## config.mk

```make
export PLATFORM = sky130hd
export DESIGN_NAME = qed_trace_capture
export DESIGN_NICKNAME = d
export VERILOG_FILES = /design/src/rtl/qed_trace_capture.sv
export SDC_FILE = /design/constraint.sdc
export NUM_CORES = 2
export LEC_CHECK = 0
export CELL_PAD_IN_SITES_DETAIL_PLACEMENT = 1
export CELL_PAD_IN_SITES_GLOBAL_PLACEMENT = 2
export CORE_MARGIN = 5
export CORE_UTILIZATION = 45
export CTS_BUF_LIST = sky130_fd_sc_hd__clkbuf_8
export DETAILED_ROUTE_END_ITERATION = 7
export PLACE_DENSITY = 0.77
export SLEW_MARGIN = 0
export SYNTH_ARGS = -nofsm -noshare
export SYNTH_HDL_FRONTEND = slang
export SYNTH_SLANG_ARGS = --single-unit
```

## constraint.sdc

```tcl
create_clock -name clk -period 5.8 [get_ports clk]
set_clock_uncertainty 0.15 [all_clocks]
set_input_delay 0.58 -clock clk [delete_from_list [all_inputs] [get_ports clk]]
set_output_delay 0.58 -clock clk [all_outputs]
set_load 0.02 [all_outputs]
```

## src/rtl/qed_trace_capture.sv

```systemverilog
// Multi-channel QED trace recorder: per-channel circular buffers frozen by a fault trigger.
// Optional macro QED_TRACE_TSTAMP_EN adds a per-entry timestamp from the cycle counter.
module qed_trace_capture #(
  parameter int unsigned NUM_CH    = 2,
  parameter int unsigned DEPTH     = 16,
  parameter int unsigned DATA_W    = 64,
  parameter int unsigned POST_TRIG = 0,
  parameter int unsigned TS_W      = 16,
  localparam int unsigned AW       = $clog2(DEPTH),
  localparam int unsigned CW       = AW + 1,
  localparam int unsigned ChW      = (NUM_CH > 1) ? $clog2(NUM_CH) : 1
) (
  input  logic                 clk,
  input  logic                 reset,
  input  logic [NUM_CH-1:0]    in_valid,
  input  logic [NUM_CH*DATA_W-1:0] in_data,
  input  logic                 fault,
  input  logic                 arm,
  input  logic                 rd_en,
  input  logic [ChW-1:0]       rd_ch,
  input  logic [AW-1:0]        rd_idx,
  output logic                 rd_valid,
  output logic [DATA_W-1:0]    rd_data,
  output logic [TS_W-1:0]      rd_tstamp,
  output logic                 rd_err,
  output logic [1:0]           state,
  output logic [NUM_CH*CW-1:0] fill_count,
  output logic [31:0]          fault_cycle
);

  localparam logic [1:0] StCapture = 2'd0;
  localparam logic [1:0] StPost    = 2'd1;
  localparam logic [1:0] StFrozen  = 2'd2;

  logic [1:0]        state_q, state_d;
  logic [CW-1:0]     post_cnt_q, post_cnt_d;
  logic [31:0]       cyc_cnt_q, cyc_cnt_d;
  logic [31:0]       fault_cycle_q, fault_cycle_d;
  logic [AW-1:0]     wr_ptr_q [NUM_CH];
  logic [AW-1:0]     wr_ptr_d [NUM_CH];
  logic [CW-1:0]     fill_q [NUM_CH];
  logic [CW-1:0]     fill_d [NUM_CH];
  logic [NUM_CH-1:0] wr_en;

  logic              rd_valid_q, rd_valid_d;
  logic [DATA_W-1:0] rd_data_q, rd_data_d;
  logic              rd_err_q, rd_err_d;

  logic [DATA_W-1:0] mem_q [NUM_CH][DEPTH];

  logic              capturing;
  logic              rd_ch_ok;
  logic              rd_hit;
  logic [ChW-1:0]    rd_sel;
  logic [CW-1:0]     rd_fill;
  logic [AW-1:0]     rd_addr;

  assign capturing = (state_q != StFrozen);

  always_comb begin
    state_d       = state_q;
    post_cnt_d    = post_cnt_q;
    cyc_cnt_d     = cyc_cnt_q;
    fault_cycle_d = fault_cycle_q;
    wr_ptr_d      = wr_ptr_q;
    fill_d        = fill_q;
    wr_en         = '0;

    // Counter keeps running through the post window so timestamps stay distinct.
    if (capturing && (cyc_cnt_q != '1)) begin
      cyc_cnt_d = cyc_cnt_q + 32'd1;
    end

    for (int c = 0; c < NUM_CH; c++) begin
      wr_en[c] = capturing && in_valid[c];
      if (wr_en[c]) begin
        wr_ptr_d[c] = wr_ptr_q[c] + AW'(1);
        if (fill_q[c] != CW'(DEPTH)) begin
          fill_d[c] = fill_q[c] + CW'(1);
        end
      end
    end

    case (state_q)
      StCapture: begin
        if (fault) begin
          fault_cycle_d = cyc_cnt_q;
          if (POST_TRIG == 0) begin
            state_d = StFrozen;
          end else begin
            state_d    = StPost;
            post_cnt_d = CW'(POST_TRIG);
          end
        end
      end
      StPost: begin
        post_cnt_d = post_cnt_q - CW'(1);
        if (post_cnt_q == CW'(1)) begin
          state_d = StFrozen;
        end
      end
      StFrozen: begin
        if (arm) begin
          state_d       = StCapture;
          cyc_cnt_d     = '0;
          fault_cycle_d = '0;
          for (int c = 0; c < NUM_CH; c++) begin
            wr_ptr_d[c] = '0;
            fill_d[c]   = '0;
          end
        end
      end
      default: state_d = StCapture;
    endcase
  end

  // Read path: oldest valid entry sits fill entries behind the write pointer.
  always_comb begin
    rd_ch_ok   = (32'(rd_ch) < NUM_CH);
    rd_sel     = rd_ch_ok ? rd_ch : '0;
    rd_fill    = fill_q[rd_sel];
    rd_hit     = rd_en && (state_q == StFrozen) && rd_ch_ok && ({1'b0, rd_idx} < rd_fill);
    rd_addr    = wr_ptr_q[rd_sel] - rd_fill[AW-1:0] + rd_idx;
    rd_valid_d = rd_en;
    rd_data_d  = rd_data_q;
    rd_err_d   = rd_err_q;
    if (rd_en) begin
      rd_err_d  = !rd_hit;
      rd_data_d = rd_hit ? mem_q[rd_sel][rd_addr] : '0;
    end
  end

  always_ff @(posedge clk or negedge reset) begin
    if (!reset) begin
      state_q       <= StCapture;
      post_cnt_q    <= '0;
      cyc_cnt_q     <= '0;
      fault_cycle_q <= '0;
      rd_valid_q    <= 1'b0;
      rd_data_q     <= '0;
      rd_err_q      <= 1'b0;
      for (int c = 0; c < NUM_CH; c++) begin
        wr_ptr_q[c] <= '0;
        fill_q[c]   <= '0;
      end
    end else begin
      state_q       <= state_d;
      post_cnt_q    <= post_cnt_d;
      cyc_cnt_q     <= cyc_cnt_d;
      fault_cycle_q <= fault_cycle_d;
      rd_valid_q    <= rd_valid_d;
      rd_data_q     <= rd_data_d;
      rd_err_q      <= rd_err_d;
      wr_ptr_q      <= wr_ptr_d;
      fill_q        <= fill_d;
    end
  end

  // Storage is deliberately not reset.
  always_ff @(posedge clk) begin
    for (int c = 0; c < NUM_CH; c++) begin
      if (wr_en[c]) begin
        mem_q[c][wr_ptr_q[c]] <= in_data[c*DATA_W +: DATA_W];
      end
    end
  end

`ifdef QED_TRACE_TSTAMP_EN
  logic [TS_W-1:0] ts_mem_q [NUM_CH][DEPTH];
  logic [TS_W-1:0] rd_ts_q, rd_ts_d;

  always_comb begin
    rd_ts_d = rd_ts_q;
    if (rd_en) begin
      rd_ts_d = rd_hit ? ts_mem_q[rd_sel][rd_addr] : '0;
    end
  end

  always_ff @(posedge clk or negedge reset) begin
    if (!reset) begin
      rd_ts_q <= '0;
    end else begin
      rd_ts_q <= rd_ts_d;
    end
  end

  always_ff @(posedge clk) begin
    for (int c = 0; c < NUM_CH; c++) begin
      if (wr_en[c]) begin
        ts_mem_q[c][wr_ptr_q[c]] <= TS_W'(cyc_cnt_q);
      end
    end
  end

  assign rd_tstamp = rd_ts_q;
`else
  assign rd_tstamp = '0;
`endif

  always_comb begin
    fill_count = '0;
    for (int c = 0; c < NUM_CH; c++) begin
      fill_count[c*CW +: CW] = fill_q[c];
    end
  end

  assign state       = state_q;
  assign fault_cycle = fault_cycle_q;
  assign rd_valid    = rd_valid_q;
  assign rd_data     = rd_data_q;
  assign rd_err      = rd_err_q;

endmodule

```

Yosys cells after proc, flatten, opt, wreduce, memory -nomap -nowiden
Memories as Yosys holds them, arrays and structs flattened.
Index checks and enable logic that the tools add are counted.
- add/sub/neg operators: 8
- magnitude comparators: 7
- equal/unequal tests: 10
- mux-type cells: 38
- bitwise operators: 4
- reduce and logical (&&, ||, !) cells: 12
- operators with widths (kind ; number):
    2-to-1 mux 1024 bit ; 2
    demux 64 bit (select 4 bit) ; 2
    2-to-1 mux 64 bit ; 5
    binary-select mux 64 bit (select 4 bit) ; 1
    2-to-1 mux 32 bit ; 5
    one-hot mux 32 bit (2 select lines) ; 1
    2-to-1 mux 5 bit ; 7
    adder 32 x 1 -> 32 bit (second input constant) ; 1
    inequality test 32 bit (second input constant) ; 1
    2-to-1 mux 10 bit ; 2
    2-to-1 mux 4 bit ; 5
    2-to-1 mux 8 bit ; 2
    >= comparator 5 bit (second input constant) ; 3
    inverter 4 -> 5 bit ; 3
    adder 5 x 1 -> 5 bit (second input constant) ; 2
    < comparator 5 x 1 -> 1 bit (second input constant) ; 2
    inequality test 5 bit (second input constant) ; 2
    adder 4 x 1 -> 4 bit (second input constant) ; 2
    inequality test 2 bit (second input constant) ; 4
    logical AND 1 bit ; 7
    2-to-1 mux 2 bit ; 3
    one-hot mux 2 bit (3 select lines) ; 1
    AND reduction 3 bit ; 2
    equality test 5 x 1 -> 1 bit (second input constant) ; 1
    other kinds (12) ; 13
- register bits after elaboration: 155
- RAM bits: 2048
- input port bits: 140
- output and inout bits: 126
- logic and storage cells: 91
- memories kept: 1
- memories (memory ; words ; bits a word ; rd ports ; clocked after Yosys merged registers in ; wr ports ; RTL line ; RTL):
    mem_q ; 2 ; 1024 ; 1 ; 0 ; 2 ; 49 ; logic [DATA_W-1:0] mem_q [NUM_CH][DEPTH];

Depth between registers and ports, before layout
- depth in word-level cells: 11
- depth in mapped cells: 18
- depth with buffers taken out: 10

Worst setup path before layout
No wires, ideal clock.
- path kind: input to register
- from: input port in_valid[1]
- to: memory mem_q[1][768] in the netlist's numbering (enable)
- library setup time: 564 ps
- data arrival time: 5600 ps
- required time: 5086 ps
- slack: -514 ps
- stages on the path: 4
- path buffers: 1
- path through: nor2b_1 > clkbuf_1 > nand2_1 > nor3_1
- RTL lines (item ; RTL line ; RTL):
    start: declaration ; 15 ; input logic [NUM_CH-1:0] in_valid,
    end: declaration ; 49 ;

Final worst setup path
- from: register fill_q (netlist bit fill_count[5])
- to: register rd_data_q[30], in the netlist rd_data[30]
- word-level cells in the longest chain between the ends: 10
- elaborated cells between the ends (all ways): 12
- those cells by class: 2 x add/sub; 1 x order compare; 7 x mux; 1 x bitwise; 1 x reduce/logical
- ends and longest elaborated chain (item ; RTL line ; RTL):
    start: declaration ; 41 ; logic [CW-1:0] fill_q [NUM_CH];
    start signal: assignment ; 155 ; fill_q <= fill_d;
    2-to-1 mux 5 bit (implied by the code) (*) (3 in a row) ; 121 ; rd_fill = fill_q[rd_sel];
    subtractor 4 bit ; 123 ; rd_addr = wr_ptr_q[rd_sel] - rd_fill[AW-1:0] + rd_idx;
    adder 4 bit ; 123 ;
    inverter 4 -> 5 bit (implied by the code) ; 129 ; rd_data_d = rd_hit ? mem_q[rd_sel][rd_addr] : '0;
    binary-select mux 64 bit (select 4 bit) ; 129 ;
    2-to-1 mux 64 bit (implied by the code) (2 in a row) ; 129 ;
    2-to-1 mux 64 bit (*) ; 129 ;
    end signal: assignment ; 152 ; rd_data_q <= rd_data_d;
    end: declaration ; 46 ; logic [DATA_W-1:0] rd_data_q, rd_data_d;
Mark *: on every way between the ends. The rest lies on a longest branch, timed or not. The select of a mux whose other input is x is not followed.
A chain may end at the register's enable or synchronous reset.

==> qor.csv <==
metric,value,unit
switchingPower,22.30,mW
synthCells,4184,
cts_setup_buffers,0,
final_util,0.5220,
end_kind,flop,
synth_most_common_cell,edfxtp_1,
path_class,reg2reg,
outcome,"finished, final reports clean",
final-setup-viol-count,0,
synth_xor_area_frac,0.001754,
drc_errors,0,
leakage,32.43,nW
insertion_delay,1.08,ns
numPortBuffers,248,
grt_max_degree,131,
htreeDepth,5,
period_minus_slack,4.334,ns
synth_edf_count,2048,
async_flop_share,0.06782,
synth_cell_type_count,55,
antenna_found_initial,31,
cts_buffers,374,
cpPeakStageDelay,0.85,ns
die_x,444.4,microns
synth_area_per_cell,20.29,sq um
crit_path_cell_trace,mux2_2 -> ha_1 -> inv_1 -> ha_4 -> fa_4 -> inv_6 -> buf_4 -> nand3_1 -> nand4_1 -> a32oi_1 -> o31ai_1,
synthTopCellsByArea,"edfxtp_1, mux4_2, dfrtp_1",
finalWirelength,245.0,mm
ctsResizeCount,0,
grt_pass1_vias,48480,
yosys.area_share.adder,0.003655,
synth_top_area_share,0.7243,
synth_seq_cells,2197,
rr_startpoint,fill_count[5],
ys.warnings.count,0,
synth_compound_area_frac,0.02157,
drtIter0Drc,4996,
rows,159,
synthMuxAreaShare,0.1376,
max_freq,0.2307,GHz
gp_congestion,0.7566,
combinationalPowerShare,0.451,
tns,0,ns
clock_sinks,2197,
wl_per_cell,32.83,microns
power_frac_seq,0.325,
critical-path-slowest-cell,fa_4,
cell_internal_pwr,34.88,mW
power,57.18,mW
rsz0062_at_grt,no,
timing.rr.end,rd_data[30],
rrSetupSlack,1.47,ns
critPathLaunchType,flop,
areaGrowthSynthToFinish,15.46,%
grtUsageTotal,0.2471,
finalHoldViolCount,0,
vias_per_cell,6.150,
dieArea,197500,sq um
first_pass_iters,5,
period_share,0.7472,
detail-route-antenna-nets,0,
start_util,0.4521,
min_path_cells,5,
dp_hpwl,128.7,mm
tightest_slew,1.408,ns
cts_tree,done,
worstHoldStart,rd_ch,
clkPwrFrac,0.224,
synth_top_family_by_area,multiplexers,
drive_gt1_frac,0.2311,
cp.required,6.61,ns
synth_simple_gate_area_share,0.05180,
yosys.area.top_type,edfxtp_1,
synth_ff_type,edfxtp_1,
p_sw_frac,0.3900,
grt_pass1_wl,351.8,mm
ys_seq_area_frac,0.7682,
clock_path_buffers,4,
cts_root_buf,clkbuf_8,
via_count,45890,
crit_fanout,68,
p_per_area,583.3,nW/um^2
critPathArrivalTime,5.15,ns
nets,4832,
slew_viol_final,0,
maxSlewHeadroom,0.05896,
die_h,444.4,microns
ff2ff_path_depth,11,
yosys-top-cells-count,"edfxtp_1, mux4_2, nand2_1",
drv_cap,0,
holdWs,0.2119,ns
grt_overflow_total,0,
irDropWorstVdd,1114,uV
core_area,187800,sq um
pin_count,266,
clk_pin_slew,0.07,ns
hold_path_class,in2reg,
syn_area,84910,sq um
hold_end,rd_err,
-- repair_timing --
item                                    CTS  global route
endpoints found under the setup margin    0             0
endpoints found under the hold margin   150             0
hold buffers                              4             0
-- worst max path at each step --
| stage | end | slack (ns) | startpoint | cells after the start |
|---|---|---|---|---|
| after CTS | rd_data[30] | 1.57 | wr_ptr_q[5] | 10 |
| after detailed placement | rd_data[49] | 0.93 | rd_ch | 10 |
| final | rd_data[30] | 1.47 | fill_count[5] | 11 |
| after global routing | rd_data[31] | 1.39 | wr_ptr_q[5] | 10 |
| after floorplan | rd_data[42] | 0.77 | rd_ch | 16 |
| after global placement | rd_data[0] | 1.04 | rd_ch | 10 |
-- kinds of logic after synthesis --
group,count (synthesis)
DFF,2197
muxes,527
and+or+nand+nor,885
buffers and inverters,300
xor gates and xnor gates,17
other,1
AOI/OAI and AO/OA,234
adders and majority gates,23
-- stage by stage --
step                      setup slack (ns)  cells  area [sq um]
after detailed placement            0.9332   6784         91200
after global placement               1.043   6784         91200
final                                1.466   7462         98030
after global routing                 1.392   7460         98030
after floorplan                     0.7684   4200         84990
after CTS                            1.568   7450         98000
-- power groups by stage --
stage	Clock, mW	Sequential, mW	Combinational [mW]
finish	12.8	18.6	25.8
global route	13.9	18.6	27.2
CTS	13.1	18.6	25.8
detailed placement	0	18.9	25.7
global placement	0	18.9	25.2
floorplan	0	18.9	16.4
-- flip-flops by register name, summed over array words and instances, names as in the netlist --
| name | cells |
|---|---|
| rd_data | 64 |
| fault_cycle | 32 |
| wr_ptr_q | 8 |
| rd_valid | 1 |
| cyc_cnt_q | 32 |
| state | 1 |
| rd_err | 1 |
| mem_q | 2048 |
| fill_count | 10 |
-- metal layers --
layer	vias up	track usage	part of all wire
li1	18330	-	-
met1	24760	0.3366	0.40
met2	2337	0.4047	0.49
met3	456	0.05339	0.084
met4	8	0.07295	0.027
met5	-	0	0.00023
-- area by class of cell --
cell class / instances / area (sq um)
multi-input cells: 1703 / 18700
clock inverters: 261 / 1237
inverters: 16 / 70.07
repair buffers: 377 / 4130
flip-flops and latches: 2197 / 65230
clock buffers: 401 / 5519
well taps: 2495 / 3122
diodes: 12 / 30.03
fillers: 16860 / 89770
-- worst max-delay path, delay by kind of cell, from the launching register on --
kind,cells,cell delay [ns]
DFF,1,0.47
adders and majority gates,3,1.29
muxes,1,0.33
AOI/OAI and AO/OA,2,0.26
and+or+nand+nor,2,0.31
buffers and inverters,3,1.31
-- placed cells by master (no fill, tap or decap), types with 37 or more instances in the layout --
master	n
a32oi_1	64
clkinv_2	38
clkinv_1	75
and3_1	132
buf_4	73
clkdlybuf4s50_1	246
inv_1	148
nand3_1	263
dfrtp_1	149
clkbuf_8	402
nand2_1	290
mux4_2	512
o31ai_1	72
nand4_1	79
nor2_1	37
edfxtp_1	2048
buf_12	53
No activity file was read; power rests on OpenSTA's default activity.
